## config.mk

```make
export PLATFORM = sky130hd
export DESIGN_NAME = nivel_vehiculos_param
export DESIGN_NICKNAME = d
export VERILOG_FILES = /design/src/rtl/nivel_vehiculos_param.sv
export SDC_FILE = /design/constraint.sdc
export NUM_CORES = 1
export LEC_CHECK = 0
export CAP_MARGIN = 10
export CORE_MARGIN = 2
export CORE_UTILIZATION = 25
export CTS_CLUSTER_DIAMETER = 60
export CTS_CLUSTER_SIZE = 25
export DETAILED_ROUTE_END_ITERATION = 16
export PLACE_DENSITY = 0.53
export SLEW_MARGIN = 30
export SYNTH_ARGS = -nofsm -noshare
export SYNTH_HDL_FRONTEND = slang
export SYNTH_SLANG_ARGS = --single-unit
export TNS_END_PERCENT = 30
```

## constraint.sdc

```tcl
create_clock -name NVP_CLOCK -period 1.4 [get_ports NVP_CLOCK]
set_clock_uncertainty 0.2 [all_clocks]
set_input_delay 0.28 -clock NVP_CLOCK [delete_from_list [all_inputs] [get_ports NVP_CLOCK]]
set_output_delay 0.28 -clock NVP_CLOCK [all_outputs]
set_load 0.02 [all_outputs]
```

## src/rtl/nivel_vehiculos_param.sv

```systemverilog
// Parametrised vehicle-lane bank: loads per-level patterns and rotates lanes on game steps.
// Optional NVP_COLLISION_EN adds frog position inputs and a registered hit flag.
module nivel_vehiculos_param #(
    parameter int LANES      = 6,
    parameter int W          = 8,
    parameter int NUM_LEVELS = 4,
    parameter logic [LANES*W*NUM_LEVELS-1:0] PATTERNS = '0,
    parameter logic [LANES-1:0] DIR_MASK = LANES'({(LANES+1)/2{2'b10}}),
    localparam int NVW = (NUM_LEVELS > 1) ? $clog2(NUM_LEVELS) : 1,
    localparam int LW  = $clog2(LANES + 1),
    localparam int CW  = (W > 1) ? $clog2(W) : 1
) (
    input  logic               NVP_CLOCK,
    input  logic               NVP_RESET,
    input  logic               NVP_LOAD_IN,
    input  logic               NVP_RUN_IN,
    input  logic [NVW-1:0]     NVP_NV_IN,
    input  logic               NVP_CN_IN,
`ifdef NVP_COLLISION_EN
    input  logic [LW-1:0]      NVP_FROG_LANE_IN,
    input  logic [CW-1:0]      NVP_FROG_COL_IN,
    output logic               NVP_HIT_OUT,
`endif
    output logic [LANES*W-1:0] NVP_LANES_OUT,
    output logic               NVP_STEP_OUT,
    output logic               NVP_RUNNING_OUT
);

    typedef enum logic [1:0] {
        S_IDLE,
        S_LOAD,
        S_RUN,
        S_HOLD
    } state_t;

    state_t             state_q, state_d;
    logic [LANES*W-1:0] lanes_q, lanes_d;
    logic [NVW-1:0]     level_q, level_d;
    logic [NVW-1:0]     div_q, div_d;
    logic               step_q, step_d;
    logic               running_q;
    logic [NVW-1:0]     nv_clamped;
    logic [NVW-1:0]     period_m1;

    // Circular 1-bit rotations written as shifts so that W=1 degenerates to identity.
    function automatic logic [W-1:0] rot_r(input logic [W-1:0] v);
        return (v >> 1) | (v << (W - 1));
    endfunction

    function automatic logic [W-1:0] rot_l(input logic [W-1:0] v);
        return (v << 1) | (v >> (W - 1));
    endfunction

    assign nv_clamped = (int'(NVP_NV_IN) >= NUM_LEVELS) ? NVW'(NUM_LEVELS - 1) : NVP_NV_IN;
    assign period_m1  = NVW'(NUM_LEVELS - 1 - int'(level_q));

    always_comb begin
        state_d = state_q;
        lanes_d = lanes_q;
        level_d = level_q;
        div_d   = div_q;
        step_d  = 1'b0;
        unique case (state_q)
            S_IDLE: begin
                if (NVP_LOAD_IN) begin
                    state_d = S_LOAD;
                    level_d = nv_clamped;
                end
            end
            S_LOAD: begin
                for (int i = 0; i < LANES; i++) begin
                    lanes_d[i*W +: W] = PATTERNS[(int'(level_q)*LANES + i)*W +: W];
                end
                div_d   = '0;
                state_d = NVP_RUN_IN ? S_RUN : S_HOLD;
            end
            S_RUN: begin
                if (NVP_LOAD_IN) begin
                    state_d = S_LOAD;
                    level_d = nv_clamped;
                end else begin
                    if (NVP_CN_IN) begin
                        if (div_q == period_m1) begin
                            for (int i = 0; i < LANES; i++) begin
                                lanes_d[i*W +: W] = DIR_MASK[i] ? rot_r(lanes_q[i*W +: W])
                                                                : rot_l(lanes_q[i*W +: W]);
                            end
                            div_d  = '0;
                            step_d = 1'b1;
                        end else begin
                            div_d = div_q + NVW'(1);
                        end
                    end
                    if (!NVP_RUN_IN) begin
                        state_d = S_HOLD;
                    end
                end
            end
            S_HOLD: begin
                if (NVP_LOAD_IN) begin
                    state_d = S_LOAD;
                    level_d = nv_clamped;
                end else if (NVP_RUN_IN) begin
                    state_d = S_RUN;
                end
            end
            default: state_d = S_IDLE;
        endcase
    end

    always_ff @(posedge NVP_CLOCK) begin
        if (!NVP_RESET) begin
            state_q   <= S_IDLE;
            lanes_q   <= '0;
            level_q   <= '0;
            div_q     <= '0;
            step_q    <= 1'b0;
            running_q <= 1'b0;
        end else begin
            state_q   <= state_d;
            lanes_q   <= lanes_d;
            level_q   <= level_d;
            div_q     <= div_d;
            step_q    <= step_d;
            running_q <= (state_d == S_RUN);
        end
    end

    assign NVP_LANES_OUT   = lanes_q;
    assign NVP_STEP_OUT    = step_q;
    assign NVP_RUNNING_OUT = running_q;

`ifdef NVP_COLLISION_EN
    logic hit_q, hit_d;

    always_comb begin
        hit_d = 1'b0;
        if ((state_q == S_RUN || state_q == S_HOLD) &&
            int'(NVP_FROG_LANE_IN) < LANES && int'(NVP_FROG_COL_IN) < W) begin
            hit_d = lanes_q[int'(NVP_FROG_LANE_IN)*W + int'(NVP_FROG_COL_IN)];
        end
    end

    always_ff @(posedge NVP_CLOCK) begin
        if (!NVP_RESET) begin
            hit_q <= 1'b0;
        end else begin
            hit_q <= hit_d;
        end
    end

    assign NVP_HIT_OUT = hit_q;
`endif

endmodule

```

* Yosys cells after proc, flatten, opt, wreduce, memory -nomap -nowiden *
Index checks and enable logic that the tools add are counted.

storage, ports and cells
  flip-flop bits (word level) = 56
  word-level logic and storage cells = 60
  output and inout port bits = 50

cells by class
  multiplexer cells = 16
  bitwise operators = 9
  reduce and logical (&&, ||, !) cells = 7
  $mul = 1
  add/sub/neg operators = 7
  shift-type cells = 6
  eq/ne operators = 8

operators by type and width
  cell                                                                           number
  192-bit by 32-bit indexed part select with 8-bit output, first input constant  5
  192-bit by 10-bit indexed part select with 8-bit output, first input constant  1
  48-bit 2-to-1 mux                                                              3
  48-bit case mux with 2 select lines                                            1
  29-bit by 3-bit adder with 29-bit output, second input constant                2
  29-bit by 2-bit adder with 29-bit output, second input constant                1
  29-bit by 4-bit adder with 29-bit output, second input constant                1
  7-bit by 8-bit bitwise OR with 8-bit output                                    3
  8-bit by 1-bit bitwise OR with 8-bit output                                    3
  2-bit 2-to-1 mux                                                               8
  2-bit case mux with 4 select lines                                             1
  5-bit by 3-bit adder with 6-bit output, second input constant                  1
  2-bit == test, second input constant                                           3
  2-bit != test, second input constant                                           3
  2-bit by 2-bit multiplier with 4-bit output, second input constant             1
  2-bit case mux with 2 select lines                                             1
  4-bit AND reduction                                                            1
  4-bit OR reduction                                                             1
  1-bit NOT                                                                      3
  3-bit AND reduction                                                            1
  3-bit OR reduction                                                             1
  2-bit by 1-bit adder with 2-bit output, second input constant                  1
  2-bit by 1-bit == test with 1-bit output, second input constant                1
  2-bit == test                                                                  1
  other kinds (5)                                                                6

* Logic depth before layout (Yosys ltp) *
Gate-level depths: netlist of run 1.

  word-level depth = 6
  depth in mapped cells = 5
  gate-level depth less buffers = 3

* Worst setup path after synthesis of run 1 *
Ideal clock, no wire load.

  path type = reg2reg
  start = reg state_q[0]
  end = reg lanes_q[12], in the netlist NVP_LANES_OUT[12]
  cell stages (with the launch flop) = 6
  arrival time = 1186 ps
  setup slack = -57 ps
  period minus slack after synthesis = 1457 ps
  required time = 1128 ps
  path through = dfxtp_1 and4bb_1 nand3_1 buf_4 buf_6 mux2i_1

between the ends
  word-level cells in the longest chain between the ends = 3
  elaborated cells on any way between the ends = 8
  those cells by class = eq/ne (5); mux (1); reduce/logical (2)

ends and longest elaborated chain
  what                                                                       line  text
  start: declaration                                                         36    state_t state_q, state_d;
  start signal: assignment                                                   120   state_q <= state_d;
  2-bit == test or 2-bit by 1-bit == test with 1-bit output (tied branches)  63    unique case (state_q)
  2-bit != test (no source line) or 2-bit nonzero test (tied branches)       -
  4-bit AND reduction (no source line)                                       -
  end signal: assignment                                                     121   lanes_q <= lanes_d;
  end: declaration                                                           37    logic [LANES*W-1:0] lanes_q, lanes_d;

Parallel ways exist; a longest one is shown, timed or not.
A chain may end at the register's enable or synchronous reset.

* Final worst setup path of run 1 *
  start = reg state_q[0]
  end = reg lanes_q[19], in the netlist NVP_LANES_OUT[19]

Same word-level chain as after synthesis.

==> impl_metrics.env, run 1 <==
export IMPL_cap_violations=0
export IMPL_grt_pass1_wl_um=9453
export IMPL_startpoint="state_q[0]"
export IMPL_dp_cells=457
export IMPL_rsz0062_at_grt="yes"
export IMPL_chipWidth_um=100.5
export IMPL_core_area_um2=9153
export IMPL_drc=0
export IMPL_muxShareOfSynthArea=0.2066
export IMPL_routed_wl_um=5850
export IMPL_cts_buffer_depth=2
export IMPL_hold_path_class="in2reg"
export IMPL_synthXorXnorAreaFrac=0.007531
export IMPL_cpMaxStageDelayCell="dfxtp_2"
export IMPL_worstSetupEndpointType="register"
export IMPL_die_h_um=100.5
export IMPL_hold_buffers=0
export IMPL_min_period_over_period=1.098
export IMPL_ios=57
export IMPL_synth_top_family_by_area="simple AND/OR/NAND/NOR gates"
export IMPL_instances_no_fill=474
export IMPL_numCtsBuffers=5
export IMPL_ir_worst_vdd_v=0.0003364
export IMPL_antennaDiodeCount=0
export IMPL_drive_gt1_frac=0.3857
export IMPL_io_buffers=56
export IMPL_clk_root_buffer_cell="clkbuf_8"
export IMPL_first_global_vias=1918
export IMPL_rr_worst_depth=4
export IMPL_synth_simple_gate_area_frac=0.2292
export IMPL_seq_area_frac_synth=0.4820
export IMPL_r2r_start="state_q[0]"
export IMPL_fin_nets=369
export IMPL_avgViaCountPerCell=4.399
export IMPL_wl_per_cell_um=12.34
export IMPL_crit_cells=4
export IMPL_first_pass_iters=4
export IMPL_period_needed_ns=1.537
export IMPL_syn2layout_area_growth_pct=51.00
export IMPL_synth_adder_area_share=0
export IMPL_path_class="reg2reg"
export IMPL_syn_area_um2=2326
export IMPL_cp_arrival_ns=1.55
export IMPL_dr_total_vias=2085
export IMPL_globalplace_congestion=0.7535
export IMPL_yosys_register_bits=56
export IMPL_crit_required_ns=1.41
export IMPL_cts_tree="yes"
export IMPL_grt_ovfl_total=0
export IMPL_post_place_ws_ns=-0.4851
export IMPL_finalHoldViolations=0
export IMPL_dieArea_um2=10090
export IMPL_n_fill_cell=933
export IMPL_ys_warn_count=0
export IMPL_worstMarginPinSlew_ns=0.2084
export IMPL_power_density_nw_per_um2=785.9
export IMPL_core_rowCount=35
export IMPL_clkLatencyLatePin_ns=0.31
export IMPL_ant_nets=0
export IMPL_grt_max_degree=39
export IMPL_path_max_fanout=7
export IMPL_path_buf_inv=1
export IMPL_cpPeakStageDelay_ns=0.33
export IMPL_initial_utilization=0.2541
export IMPL_fmax_mhz=650.8
export IMPL_syn_area_per_cell_um2=9.194
export IMPL_status="finished with violations"
export IMPL_fin_ws_ns=-0.1366
export IMPL_synthesis_nets=260
export IMPL_crit_chain="and4bb_2 > nand3_4 > bufbuf_16 > mux2i_2"
export IMPL_antenna_found_initial=0
export IMPL_cts_num_sinks=56
export IMPL_setup_viol=44
export IMPL_cts_clk_slew_worst_paths_ns=0.10
export IMPL_slew_headroom=0.8609
export IMPL_dp_hpwl_um=3658
export IMPL_synth_compound_area_frac=0.02851
export IMPL_track_usage=0.1166
export IMPL_yosys_cell_types_count=24
export IMPL_violations="negative setup slack"
export IMPL_crit_family="simple AND/OR/NAND/NOR gates"
export IMPL_slew_violations=0
export IMPL_min_path_cells=3
export IMPL_syn_inst=253
export IMPL_worstSetupStartpointType="register"
export IMPL_min_from="NVP_RESET"
export IMPL_cts_max_level=2
export IMPL_drt_iter0_drc=80
export IMPL_leakagePower_nw=1.833
==> placed cells by master, fill, tap and decap left out, drive strengths merged <==
master	instances
nand4bb	1
dlygate4sd2	2
o21a	2
a21oi	2
and2	1
inv	2
nand2	50
nand2b	4
dfxtp	56
and3	2
nand3	50
clkinv	2
a21boi	2
clkbuf	7
o221a	1
nor2	3
bufbuf	1
a31oi	1
xor2	2
mux2i	48
and4bb	1
nand3b	1
a211o	1
nand4b	1
clkdlybuf4s50	3
buf	117
==> sequential cells by signal, indices dropped and copies added, names as in the netlist <==
| register | flops |
|---|---|
| state_q | 2 |
| div_q | 2 |
| level_q | 2 |
| NVP_STEP_OUT | 1 |
| NVP_RUNNING_OUT | 1 |
| NVP_LANES_OUT | 48 |
==> routing by layer <==
layer / vias up / global-route usage / routed length (µm)
li1: 1086 / - / -
met1: 951 / 0.1592 / 2891
met2: 43 / 0.1859 / 2682
met3: 5 / 0.02843 / 240
met4: 0 / 0.02845 / 35
met5: - / 0 / 0
==> worst min-delay path, stage by stage <==
cell and delay, ns:
buf_4 0.16, nand2_1 0.08, mux2i_1 0.06
==> cell type report <==
class,count,area [µm²],share of cell area
Timing Repair Buffer,124,992.2,0.2825
Tap cell,111,138.9,0.03954
Inverter,2,7.507,0.002138
Clock buffer,6,82.58,0.02351
Sequential cell,56,1126,0.3206
Multi-Input combinational cell,173,1155,0.3288
Clock inverter,2,10.01,0.002850
==> worst paths after layout <==
kind / to / slack (ns)
max: NVP_LANES_OUT[19] / -0.14
min: NVP_LANES_OUT[18] / 0.12
max reg2reg: NVP_LANES_OUT[19] / -0.14
min reg2reg: NVP_LANES_OUT[44] / 0.28
==> what timing repair did <==
action / CTS / global route
resized for setup: 205 / 22
setup buffers: 4 / 2
endpoints found under the setup margin: 100 / 58
pin swaps: 1 / 2
gates cloned: 4 / 1
==> cells by family (layout without fill, tap and decap cells) <==
logic type,Yosys count,count (layout)
AND/OR/NAND/NOR,114,114
flip-flops,56,56
AO/OA/AOI/OAI,9,9
buffers and inverters,24,134
multiplexers,48,48
XOR/XNOR,2,2
==> cells in the mapped netlist <==
| cell | instances | share of area |
|---|---|---|
| dfxtp_1 | 56 | 0.48 |
| nand2_1 | 50 | 0.081 |
| nand3_1 | 50 | 0.11 |
| mux2i_1 | 48 | 0.21 |
| clkbuf_1 | 15 | 0.024 |
| buf_2 | 5 | 0.011 |
| nand2b_1 | 4 | 0.011 |
| nor2_1 | 3 | 0.0048 |
| a21boi_0 | 2 | 0.0065 |
| a21oi_1 | 2 | 0.0043 |
| and3_1 | 2 | 0.0054 |
| inv_1 | 2 | 0.0032 |
| o21a_1 | 2 | 0.0065 |
| xor2_1 | 2 | 0.0075 |
| a211o_1 | 1 | 0.0038 |
| a31oi_1 | 1 | 0.0027 |
| and2_1 | 1 | 0.0027 |
| and4bb_1 | 1 | 0.0054 |
| buf_4 | 1 | 0.0032 |
| buf_6 | 1 | 0.0048 |
| nand3b_1 | 1 | 0.0032 |
| nand4b_1 | 1 | 0.0038 |
| nand4bb_1 | 1 | 0.0048 |
| o221a_2 | 1 | 0.0048 |
==> stage by stage <==
step | instance area [µm²] | setup TNS, ns | utilization | hold WS, ns | total power (W)
4_1_cts | 3498 | -4.759 | 0.3822 | 0.1031 | 0.002765
2_1_floorplan | 2336 | 0 | - | 0.2017 | 0.001751
5_1_grt | 3512 | -7.032 | 0.3837 | 0.1218 | 0.002885
6_report | 3512 | -4.242 | 0.3837 | 0.1204 | 0.002760
3_5_place_dp | 3432 | -23.28 | 0.3750 | 0.2687 | 0.001834
3_3_place_gp | 3432 | -23.57 | 0.3750 | 0.2653 | 0.001834
==> power breakdown <==
group / switching (W) / leakage [nW] / internal [W]
Sequential: 0.00000674 / 0.453 / 0.00160
Clock: 0.000541 / 0.0510 / 0.000397
Combinational: 0.000122 / 1.33 / 0.0000898
Total: 0.000670 / 1.83 / 0.00209
(Power assumes the default switching activity.)
==> run 2: changes to the inputs <==
--- a/config.mk
+++ b/config.mk
@@ -11,6 +11,7 @@
 export CTS_CLUSTER_DIAMETER = 60
 export CTS_CLUSTER_SIZE = 25
 export DETAILED_ROUTE_END_ITERATION = 16
+export MAX_ROUTING_LAYER = met4
 export PLACE_DENSITY = 0.53
 export SLEW_MARGIN = 30
 export SYNTH_ARGS = -nofsm -noshare
==> run 2 against run 1 <==
Effect of this change:
- the run still ends with negative setup slack left
- flip-flop and latch count unchanged
- register-to-register slack about the same
- die area unchanged
- global-route usage increased by 0.34 points
- clock power decreased by 0.5%
- setup slack about the same
- fmax about the same
- critical path type unchanged
- largest cell class unchanged
- largest power group unchanged
- highest routed layer unchanged
==> impl_metrics.env, run 2 (synthesized netlist as in run 1, its figures left out) <==
export IMPL_fin_util=0.3837
export IMPL_path_max_fanout=7
export IMPL_ios=57
export IMPL_violations="negative setup slack"
export IMPL_power_density_nw_per_um2=784.5
export IMPL_drive_gt1_frac=0.3857
export IMPL_post_place_ws_ns=-0.4851
export IMPL_avgViaCountPerCell=4.405
export IMPL_reg2reg_slack_ns=-0.14
export IMPL_die_h_um=100.5
export IMPL_period_needed_ns=1.537
export IMPL_routed_wl_um=5862
export IMPL_chipWidth_um=100.5
export IMPL_power_total_w=0.002755
export IMPL_drc=0
export IMPL_fmax_mhz=650.7
export IMPL_ant_nets=0
export IMPL_first_global_vias=1921
export IMPL_crit_end="NVP_LANES_OUT[19]"
export IMPL_r2r_start="state_q[0]"
export IMPL_rsz0062_at_grt="yes"
export IMPL_final_common_cell="buf_4"
export IMPL_cts_tree="yes"
export IMPL_largest_reg_flops=48
export IMPL_r2r_end="NVP_LANES_OUT[19]"
export IMPL_cts_max_level=2
export IMPL_setup_viol=44
export IMPL_grt_pass1_wl_um=9459
export IMPL_syn2layout_area_growth_pct=51.00
export IMPL_io_buffers=56
export IMPL_holdWs_ns=0.1211
export IMPL_grt_ovfl_total=0
export IMPL_leakagePower_nw=1.833
export IMPL_dr_total_vias=2088
export IMPL_hold_buffers=0
export IMPL_wl_per_cell_um=12.37
export IMPL_path_class="reg2reg"
export IMPL_cts_clk_slew_worst_paths_ns=0.10
export IMPL_grt_max_degree=39
export IMPL_fin_nets=369
export IMPL_worstSetupEndpointType="register"
export IMPL_clkLatencyLatePin_ns=0.31
export IMPL_track_usage=0.1200
export IMPL_startpoint="state_q[0]"
export IMPL_min_path_cells=3
export IMPL_antennaDiodeCount=0
export IMPL_hold_path_class="in2reg"
export IMPL_cap_violations=0
export IMPL_min_period_over_period=1.098
export IMPL_core_rowCount=35
export IMPL_first_pass_iters=4
export IMPL_worstSetupStartpointType="register"
export IMPL_core_area_um2=9153
export IMPL_clk_root_buffer_cell="clkbuf_8"
export IMPL_antenna_found_initial=0
export IMPL_rr_worst_depth=4
export IMPL_slew_violations=0
export IMPL_drt_iter0_drc=85
export IMPL_ir_worst_vdd_v=0.0003353
export IMPL_cts_buffer_depth=2
export IMPL_layout_common_cells="buf_4, dfxtp_1, nand2_1, buf_2, nand3_1"
export IMPL_crit_required_ns=1.41
export IMPL_dieArea_um2=10090
export IMPL_dp_cells=457
export IMPL_initial_utilization=0.2541
export IMPL_finalHoldViolations=0
export IMPL_slew_headroom=0.8609
export IMPL_status="finished with violations"
export IMPL_fin_ws_ns=-0.1368
export IMPL_worstMarginPinSlew_ns=0.2084
export IMPL_cp_arrival_ns=1.55
export IMPL_instances_no_fill=474
export IMPL_cts_num_sinks=56
export IMPL_numCtsBuffers=5
export IMPL_dp_hpwl_um=3658
export IMPL_globalplace_congestion=0.7632
-- run 2: cell counts in the layout (fill, tap and decap cells not counted) --
No cell type changed its count.
-- run 2: timing repair --
item | 4_1_cts | 5_1_grt
cloned | 4 | 1
resized for setup | 205 | 22
setup endpoints to repair | 100 | 58
pin swaps | 1 | 2
setup buffers | 4 | 2
-- run 2: final cells by class --
type,count,area [µm²]
fillers,933,5640
multi-input cells,173,1155
flip-flops and latches,56,1126
repair buffers,124,992.2
well taps,111,138.9
clock buffers,6,82.58
clock inverters,2,10.01
inverters,2,7.507
-- run 2: worst max-delay path, stage by stage (launching register included) --
cell	delay [ns]
dfxtp_2	0.33
and4bb_2	0.33
nand3_4	0.12
bufbuf_16	0.31
mux2i_2	0.14
-- run 2: where the power goes --
group | switching [W] | internal [W] | total (W)
Clock | 0.000536 | 0.000397 | 0.000933
Combinational | 0.000123 | 0.0000898 | 0.000212
Sequential | 0.00000674 | 0.00160 | 0.00161
Total | 0.000665 | 0.00209 | 0.00276
-- run 2: how the worst min path moves through the flow --
stage | from | to
after floorplan | NVP_RUN_IN | NVP_RUNNING_OUT
after global placement | NVP_LANES_OUT[0] | NVP_LANES_OUT[1]
after detailed placement | NVP_LANES_OUT[45] | NVP_LANES_OUT[44]
after CTS | NVP_RESET | NVP_LANES_OUT[19]
after global routing | NVP_RESET | NVP_LANES_OUT[17]
final | NVP_RESET | NVP_LANES_OUT[18]
-- run 2: layer usage --
layer | vias to the layer above | global-route usage | share of wire
met5 | - | - | 0
met4 | 0 | 0.02845 | 0.011
met3 | 7 | 0.02843 | 0.043
met2 | 44 | 0.1869 | 0.45
met1 | 954 | 0.1583 | 0.49
li1 | 1083 | - | -
-- run 2: per-stage QoR --
| step | instance area (µm²) | setup TNS (ns) |
|---|---|---|
| after detailed placement | 3432 | -23.28 |
| after floorplan | 2336 | 0 |
| after global routing | 3512 | -7.042 |
| final | 3512 | -4.292 |
| after CTS | 3498 | -4.759 |
| after global placement | 3432 | -23.57 |
==> run 3: changes to the inputs <==
--- a/config.mk
+++ b/config.mk
@@ -7,12 +7,12 @@
 export LEC_CHECK = 0
 export CAP_MARGIN = 10
 export CORE_MARGIN = 2
-export CORE_UTILIZATION = 25
+export CORE_UTILIZATION = 44
 export CTS_CLUSTER_DIAMETER = 60
 export CTS_CLUSTER_SIZE = 25
 export DETAILED_ROUTE_END_ITERATION = 16
 export MAX_ROUTING_LAYER = met4
-export PLACE_DENSITY = 0.53
+export PLACE_DENSITY = 0.8
 export SLEW_MARGIN = 30
 export SYNTH_ARGS = -nofsm -noshare
 export SYNTH_HDL_FRONTEND = slang
==> run 3 against run 2 <==
Effect of this change:
- the flow still finishes with violations (negative setup slack)
- final area shrank 2.7%
- setup slack improved by 0.0014 ns
- highest routed layer unchanged
- fmax about the same
- cell count fell by 10%
- critical path type unchanged
- critical path depth up 1
- register-to-register slack about the same
- worst hold slack improved by 0.0027 ns
- core utilization up 29 points
==> impl_metrics.env, run 3 (synthesized netlist as in run 1, its figures left out) <==
export IMPL_rsz0062_at_grt="yes"
export IMPL_slew_headroom=0.8294
export IMPL_slew_violations=0
export IMPL_cap_violations=0
export IMPL_path_max_fanout=5
export IMPL_leakagePower_nw=1.800
export IMPL_chipWidth_um=76.71
export IMPL_postPlaceCellArea_um2=3338
export IMPL_cts_buffer_depth=2
export IMPL_final_cell_area_um2=3418
export IMPL_fmax_mhz=651.3
export IMPL_grt_max_degree=54
export IMPL_antenna_found_initial=0
export IMPL_ios=57
export IMPL_min_period_over_period=1.097
export IMPL_fin_ws_ns=-0.1354
export IMPL_holdWs_ns=0.1239
export IMPL_violations="negative setup slack"
export IMPL_r2r_start="state_q[0]"
export IMPL_avgViaCountPerCell=4.972
export IMPL_layout_common_cells="dfxtp_1, nand2_1, nand3_1, buf_2, buf_4"
export IMPL_cts_tree="yes"
export IMPL_antennaDiodeCount=0
export IMPL_clk_root_buffer_cell="clkbuf_8"
export IMPL_post_place_ws_ns=-0.5030
export IMPL_initial_utilization=0.4554
export IMPL_finalHoldViolations=0
export IMPL_track_usage=0.2146
export IMPL_drc=0
export IMPL_worstMarginPinSlew_ns=0.2550
export IMPL_status="finished with violations"
export IMPL_hold_path_class="in2reg"
export IMPL_clkLatencyLatePin_ns=0.30
export IMPL_ant_nets=0
export IMPL_crit_required_ns=1.43
export IMPL_cts_max_level=2
export IMPL_rr_worst_depth=5
export IMPL_first_pass_iters=4
export IMPL_startpoint="state_q[0]"
export IMPL_power_density_nw_per_um2=789.6
export IMPL_cts_num_sinks=56
export IMPL_r2r_end="NVP_LANES_OUT[0]"
export IMPL_drt_iter0_drc=87
export IMPL_ir_worst_vdd_v=0.0005910
export IMPL_first_global_vias=2063
export IMPL_dieArea_um2=5884
export IMPL_grt_pass1_wl_um=9915
export IMPL_cts_clk_slew_worst_paths_ns=0.09
export IMPL_largest_reg_flops=48
export IMPL_final_common_cell="dfxtp_1"
export IMPL_die_h_um=76.71
export IMPL_core_area_um2=5107
export IMPL_drive_gt1_frac=0.3596
export IMPL_reg2reg_slack_ns=-0.14
export IMPL_setup_viol=49
export IMPL_dp_hpwl_um=3512
export IMPL_io_buffers=56
export IMPL_cp_arrival_ns=1.56
export IMPL_path_class="reg2reg"
export IMPL_period_needed_ns=1.535
export IMPL_wl_per_cell_um=13.88
export IMPL_crit_end="NVP_LANES_OUT[0]"
export IMPL_syn2layout_area_growth_pct=46.96
export IMPL_grt_ovfl_total=0
export IMPL_worstSetupEndpointType="register"
export IMPL_core_rowCount=26
export IMPL_worstSetupStartpointType="register"
export IMPL_tns_ns=-5.598
export IMPL_routed_wl_um=5913
export IMPL_numCtsBuffers=5
export IMPL_globalplace_congestion=0.8107
export IMPL_dr_total_vias=2118
export IMPL_fin_nets=362
-- run 3: changes by cell type in the layout (fill, tap and decap cells not counted), moves of 2 or more --
cell / previous run / this run
clkbuf_1: 0 / 2
buf_4: 56 / 48
buf_6: 3 / 0
clkinv_2: 2 / 0
buf_12: 5 / 8
clkdlybuf4s15_2: 0 / 2
-- run 3: worst min path at each step --
| stage | startpoint | to | slack [ns] | cells past startpoint |
|---|---|---|---|---|
| after global routing | NVP_RESET | div_q[1] | 0.12 | 3 |
| final | NVP_RESET | div_q[1] | 0.12 | 3 |
| after detailed placement | NVP_LANES_OUT[1] | NVP_LANES_OUT[2] | 0.27 | 2 |
| after CTS | NVP_RESET | div_q[1] | 0.11 | 3 |
| after floorplan | NVP_RUN_IN | NVP_RUNNING_OUT | 0.20 | 1 |
| after global placement | NVP_LANES_OUT[0] | NVP_LANES_OUT[1] | 0.26 | 2 |
-- run 3: repair_timing --
| action | 4_1_cts | 5_1_grt |
|---|---|---|
| hold buffers | 0 | 0 |
| buffers inserted | 3 | 0 |
| cloned | 5 | 0 |
| pin swaps | 2 | 0 |
| resized for setup | 204 | 11 |
| endpoints found under the setup margin | 100 | 61 |
| endpoints found under the hold margin | 0 | 0 |
-- run 3: routing by layer --
metal / up-vias / wire length, µm / share of wire / GRT usage
li1: 1068 / - / - / -
met2: 46 / 2955 / 0.50 / 0.3640
met3: 5 / 203 / 0.034 / 0.03059
met4: 0 / 68 / 0.012 / 0.07455
met5: - / 0 / 0 / -
met1: 999 / 2686 / 0.45 / 0.2613
-- run 3: report_power, final --
group	switching (W)	internal, W	leakage [nW]
Clock	0.000479	0.000404	0.0455
Sequential	0.00000657	0.00160	0.453
Combinational	0.000122	0.0000844	1.30
Total	0.000608	0.00209	1.80
-- run 3: worst max-delay path: stages (launching register included) --
cell and delay, ns:
dfxtp_2 0.32, and4bb_2 0.33, nand3_4 0.13, buf_12 0.17, buf_12 0.13, mux2i_1 0.17
-- run 3: final cells by class --
cell class	count	area, µm²
sequential	56	1126
multi-input combinational	173	1129
tap	70	87.58
inverter	2	7.507
fill	461	1689
timing repair buffer	117	978.4
clock buffer	8	90.09
-- run 3: per-stage QoR --
step,std cells,utilization,total power (W)
after floorplan,253,-,0.001751
after global placement,410,0.6536,0.001837
after detailed placement,410,0.6536,0.001839
after CTS,426,0.6786,0.002720
after global routing,426,0.6693,0.002805
final,426,0.6693,0.002699
